===== src/rtl/axi4s_pkg.sv =====
// Shared AXI4-Stream definitions for the switch ingress/egress blocks:
// sideband widths, arbiter state encoding and the registered beat payload.
package axi4s_pkg;

    localparam int AXI4S_DATA_W = 8;
    localparam int AXI4S_ID_W   = 4;
    localparam int AXI4S_DEST_W = 4;

    typedef enum logic {
        ARB_IDLE,
        ARB_LOCKED
    } arb_state_e;

    typedef struct packed {
        logic [AXI4S_DATA_W-1:0] data;
        logic                    strb;
        logic                    keep;
        logic                    last;
        logic [AXI4S_DEST_W-1:0] dest;
        logic                    user;
    } axi4s_beat_t;

endpackage


===== src/rtl/rr_pick.sv =====
// Combinational round-robin search: returns the first requester after ptr_i,
// wrapping modulo N_PORTS, so ptr_i itself has the lowest priority.
module rr_pick #(
    parameter int N_PORTS = 4,
    parameter int IDX_W   = $clog2(N_PORTS)
) (
    input  logic [N_PORTS-1:0] req_i,
    input  logic [IDX_W-1:0]   ptr_i,
    output logic               found_o,
    output logic [IDX_W-1:0]   idx_o
);

    always_comb begin
        logic [IDX_W-1:0] cand;
        found_o = 1'b0;
        idx_o   = '0;
        cand    = '0;
        for (int k = 1; k <= N_PORTS; k++) begin
            cand = IDX_W'((int'(ptr_i) + k) % N_PORTS);
            if (!found_o && req_i[cand]) begin
                found_o = 1'b1;
                idx_o   = cand;
            end
        end
    end

endmodule


===== src/rtl/axi4s_pkt_arbiter.sv =====
// N-input to 1-output AXI4-Stream packet arbiter: one input owns the output
// from its first beat through tlast, with round-robin between packets.
module axi4s_pkt_arbiter
    import axi4s_pkg::*;
#(
    parameter int N_PORTS = 4,
    parameter int IDX_W   = $clog2(N_PORTS)
) (
    input  logic                 clk,
    input  logic                 rst,
    input  logic [N_PORTS-1:0]   s_tvalid,
    output logic [N_PORTS-1:0]   s_tready,
    input  logic [8*N_PORTS-1:0] s_tdata,
    input  logic [N_PORTS-1:0]   s_tstrb,
    input  logic [N_PORTS-1:0]   s_tkeep,
    input  logic [N_PORTS-1:0]   s_tlast,
    input  logic [4*N_PORTS-1:0] s_tdest,
    input  logic [N_PORTS-1:0]   s_tuser,
    output logic                 m_tvalid,
    input  logic                 m_tready,
    output logic [7:0]           m_tdata,
    output logic                 m_tstrb,
    output logic                 m_tkeep,
    output logic                 m_tlast,
    output logic [3:0]           m_tid,
    output logic [3:0]           m_tdest,
    output logic                 m_tuser
);

    arb_state_e              state_q;
    logic [IDX_W-1:0]        grant_q;
    logic [IDX_W-1:0]        rr_ptr_q;
    axi4s_beat_t             out_q;
    logic                    m_tvalid_q;
    logic [AXI4S_ID_W-1:0]   m_tid_q;

    logic                    pick_found;
    logic [IDX_W-1:0]        pick_idx;
    axi4s_beat_t             sel_beat;
    logic                    out_free;
    logic                    accept;

    rr_pick #(
        .N_PORTS(N_PORTS),
        .IDX_W  (IDX_W)
    ) u_pick (
        .req_i  (s_tvalid),
        .ptr_i  (rr_ptr_q),
        .found_o(pick_found),
        .idx_o  (pick_idx)
    );

    always_comb begin
        sel_beat = '0;
        for (int i = 0; i < N_PORTS; i++) begin
            if (grant_q == IDX_W'(i)) begin
                sel_beat.data = s_tdata[i*8 +: 8];
                sel_beat.strb = s_tstrb[i];
                sel_beat.keep = s_tkeep[i];
                sel_beat.last = s_tlast[i];
                sel_beat.dest = s_tdest[i*4 +: 4];
                sel_beat.user = s_tuser[i];
            end
        end
    end

    // A beat transfers on any side exactly when valid and ready are both high on a
    // rising edge; the output register can take a new beat when it is empty or
    // draining in the same cycle, so only the granted input ever sees ready.
    assign out_free = !m_tvalid_q || m_tready;

    always_comb begin
        s_tready = '0;
        if (state_q == ARB_LOCKED) begin
            for (int i = 0; i < N_PORTS; i++) begin
                s_tready[i] = (grant_q == IDX_W'(i)) && out_free;
            end
        end
    end

    assign accept = |(s_tvalid & s_tready);

    always_ff @(posedge clk or posedge rst) begin
        if (rst) begin
            state_q    <= ARB_IDLE;
            grant_q    <= '0;
            rr_ptr_q   <= IDX_W'(N_PORTS - 1);
            out_q      <= '0;
            m_tvalid_q <= 1'b0;
            m_tid_q    <= '0;
        end else begin
            if (accept) begin
                out_q      <= sel_beat;
                m_tvalid_q <= 1'b1;
                m_tid_q    <= AXI4S_ID_W'(grant_q);
            end else if (m_tready) begin
                m_tvalid_q <= 1'b0;
            end

            case (state_q)
                ARB_IDLE: begin
                    if (pick_found) begin
                        grant_q <= pick_idx;
                        state_q <= ARB_LOCKED;
                    end
                end
                ARB_LOCKED: begin
                    // Grant is released only by an accepted tlast beat.
                    if (accept && sel_beat.last) begin
                        rr_ptr_q <= grant_q;
                        state_q  <= ARB_IDLE;
                    end
                end
                default: state_q <= ARB_IDLE;
            endcase
        end
    end

    assign m_tvalid = m_tvalid_q;
    assign m_tdata  = out_q.data;
    assign m_tstrb  = out_q.strb;
    assign m_tkeep  = out_q.keep;
    assign m_tlast  = out_q.last;
    assign m_tid    = m_tid_q;
    assign m_tdest  = out_q.dest;
    assign m_tuser  = out_q.user;

endmodule


===== config.mk =====
export PLATFORM = sky130hd
export DESIGN_NAME = axi4s_pkt_arbiter
export DESIGN_NICKNAME = d
export VERILOG_FILES = /design/src/rtl/axi4s_pkg.sv /design/src/rtl/rr_pick.sv /design/src/rtl/axi4s_pkt_arbiter.sv
export SDC_FILE = /design/constraint.sdc
export NUM_CORES = 1
export LEC_CHECK = 0
export BUFFER_PORTS_ARGS = -buffer_cell sky130_fd_sc_hd__buf_2
export CAP_MARGIN = 20
export CORE_MARGIN = 8
export CORE_UTILIZATION = 42
export CTS_CLUSTER_SIZE = 30
export DETAILED_ROUTE_END_ITERATION = 8
export PLACE_DENSITY_LB_ADDON = 0.05
export SLEW_MARGIN = 40
export SYNTH_ARGS = -nofsm -noshare
export SYNTH_HDL_FRONTEND = slang
export SYNTH_SLANG_ARGS = --single-unit

===== constraint.sdc =====
create_clock -name clk -period 1.9 [get_ports clk]
set_input_delay 0.19 -clock clk [delete_from_list [all_inputs] [get_ports clk]]
set_output_delay 0.19 -clock clk [all_outputs]
set_load 0.02 [all_outputs]

==> out/summary.txt <==
clock-pin slew on the worst setup and hold paths - 0.13 ns
Die H - 75.6 um
Slew @ Worst Pin - 0.515 ns
post-place instance area - 2000 um2
first-pass GRT wire length - 6.48 mm
Final Skew - 0.00340 ns
power density over the cells - 1610 nW/um2
Worst Setup SP - grant_q[1]
Hold Path Origin - s_tvalid[2]
critical path arrival - 1.93 ns
post-synth cell types - 32
placed cells - 242
Leak - 1.00 nW
total power - 3.31 mW
drt first pass iters - 4
layout cells sized above 1 - 0.701
nets - 273
via count - 1,273
WL final - 4.04 mm
Final Hold Viols - 0
period utilization - 0.902
clk_lat worst skew - 0.32 ns
Seq cells post-synth - 24
Slew Viols, Final - 0
CP Capture Type - flop
Synth Area per Inst - 14.0 um2
status - completed
initial antenna violation count - 0
RR Startpoint - grant_q[1]
Setup Crit Path Kind - reg -> reg
total number of H-tree levels - 1
R2R depth - 4
initial core utilization - 0.444
Area growth, synth to finish - 37.9%
YS warnings - 0
Max Cap Viol - 0
largest net degree at the start of global routing - 25
Worst R2R End - m_tdest[0]
setup violators final - 0
Max Buffers Root-to-Sink - 2
R2R setup slack - 0.19 ns
root buffer cell - clkbuf_4
gr usage total - 0.146
cts bufs inserted - 3
Setup crit start kind - flop
Final Non-Filler Cells - 247
drt drc - 0
Cell Chain, Critical Path - mux4_2 > nand3_2 > buf_12 > mux2_2
GPL Wtd Cong - 0.882
IO Pins - 96
Peak VDD IR - 872 uV
post-route cell area - 2060 um2
Req. time, crit path - 2.12 ns
Max Fclk - 583 MHz
Post-Syn Instances - 107
DR iter-0 viols - 36
slew margin rel. - 0.654
CTS tree - built
Slowest-stage cell, CP - mux4_2
Worst Setup EP - m_tdest[0]
cell area after synthesis - 1490 um2
detailed placer's ending HPWL - 3.36 mm
full die area - 5720 um2
min-delay worst type - in -> reg
fin crit period - 1.71 ns
# diodes - 0
Via density - 5.15
routed length per instance - 16.3 um
register area share after synthesis - 0.404
Core ar. - 3360 um2
slowest cell delay on critical path - 0.52 ns
number of buffers added on ports - 93
post-route ant nets - 0
vias in the first global route - 1,390
Chip Width - 75.6 um
TritonCTS Sinks - 24
RSZ-0062 raised after global routing - no
# rows - 21
Setup TNS Final - 0 ns
CP max FO - 15
global route overflow - 0
==> layout make-up <==
| class | count | area, um2 |
|---|---|---|
| well taps | 46 | 57.6 |
| flip-flops and latches | 24 | 603 |
| multi-input cells | 71 | 808 |
| repair buffers | 99 | 526 |
| inverters | 3 | 11.3 |
| clock inverters | 1 | 30.0 |
| clock buffers | 3 | 22.5 |
| fillers | 307 | 1310 |
==> what timing repair did <==
action / 4_1_cts / 5_1_grt
gates resized for setup: 0 / 0
hold buffers: 1 / 0
endpoints found under the hold margin: 22 / 0
buffers inserted: 0 / 0
==> per-layer routing <==
layer	up-vias	track usage	wire length, um
met2	52	0.255	2100
met1	618	0.171	1530
met4	0	0.0341	23
met5	-	0	0
met3	4	0.0461	380
li1	599	-	-
==> cells in the mapped netlist (all sizes together) <==
| cell | count | area, um2 |
|---|---|---|
| dfrtp | 22 | 551 |
| nor2 | 3 | 11.3 |
| nor3 | 2 | 10.0 |
| nand2b | 3 | 18.8 |
| inv | 3 | 11.3 |
| buf | 8 | 66.3 |
| nor2b | 2 | 12.5 |
| nor4 | 1 | 6.26 |
| nand4 | 1 | 6.26 |
| o2bb2ai | 3 | 26.3 |
| o31ai | 1 | 7.51 |
| clkbuf | 2 | 7.51 |
| o21a | 1 | 7.51 |
| o41a | 1 | 11.3 |
| or2 | 1 | 6.26 |
| nor3b | 1 | 7.51 |
| mux2 | 18 | 203 |
| a21bo | 1 | 10.0 |
| dfstp | 2 | 52.6 |
| nand3 | 2 | 15.0 |
| a21boi | 1 | 7.51 |
| o21ai | 3 | 15.0 |
| nand2 | 4 | 15.0 |
| conb | 1 | 3.75 |
| o22ai | 1 | 6.26 |
| mux2i | 1 | 10.0 |
| mux4 | 17 | 383 |
| a21oi | 1 | 5.00 |
==> where the power goes <==
part           internal, mW  leakage, nW  switching (mW)
logic                  1.01        0.696           0.980
clock network         0.213       0.0279           0.156
registers             0.794        0.279           0.161
==> cell families after synthesis <==
group / count (synthesis) / synth area share
other: 1 / 0.00251
AND/OR/NAND/NOR: 20 / 0.0729
buffers and inverters: 13 / 0.0570
AO/OA/AOI/OAI: 13 / 0.0645
flip-flops: 24 / 0.404
multiplexers: 36 / 0.399
==> stage by stage <==
stage | setup WS [ns] | utilization | hold WS [ns]
after floorplan | 0.276 | - | 0.203
final | 0.186 | 0.612 | 0.250
after detailed placement | 0.197 | 0.593 | 0.250
after global routing | 0.0262 | 0.612 | 0.264
after global placement | 0.232 | 0.593 | 0.254
after CTS | 0.159 | 0.612 | 0.240
==> flip-flops by register name, indices dropped and copies added (netlist names), 2 cells and up <==
name / cells
grant_q: 2
rr_ptr_q: 2
m_tdest: 4
m_tdata: 8
m_tid: 2
==> how the worst min path moves through the flow <==
| stage | end | depth (start not counted) |
|---|---|---|
| after global routing | m_tid[1] | 3 |
| after detailed placement | m_tkeep | 3 |
| after floorplan | grant_q[0] | 1 |
| after global placement | m_tkeep | 3 |
| final | m_tid[1] | 3 |
| after CTS | m_tid[1] | 3 |
==> critical path: cells and delay by family, from the launching register on <==
family                 cells  cell delay (ns)
buffers and inverters      1             0.17
DFF                        1             0.39
muxes                      2             0.86
and+or+nand+nor            1             0.18
==> cells in the final DEF, fill, tap and decap left out <==
master / n
nand4_1: 1
o21ai_0: 3
mux4_2: 17
o2bb2ai_1: 3
o22ai_1: 1
nand3_2: 1
o21a_1: 1
dfstp_2: 2
nand3_1: 1
buf_12: 1
mux2i_1: 1
dfrtp_1: 22
dlygate4sd3_1: 1
nor4_1: 1
buf_2: 93
nor2_1: 3
buf_4: 4
o31ai_1: 1
nor3b_1: 1
nand2b_1: 3
a21oi_1: 1
clkbuf_4: 3
mux2_2: 17
o41a_1: 1
nor3_1: 2
conb_1: 2
a21bo_2: 1
nand2_1: 4
bufinv_16: 1
mux2_1: 1
a21boi_0: 1
nor2b_1: 2
inv_1: 3
or2_2: 1
Note: power is estimated with default switching activity, not from simulation.
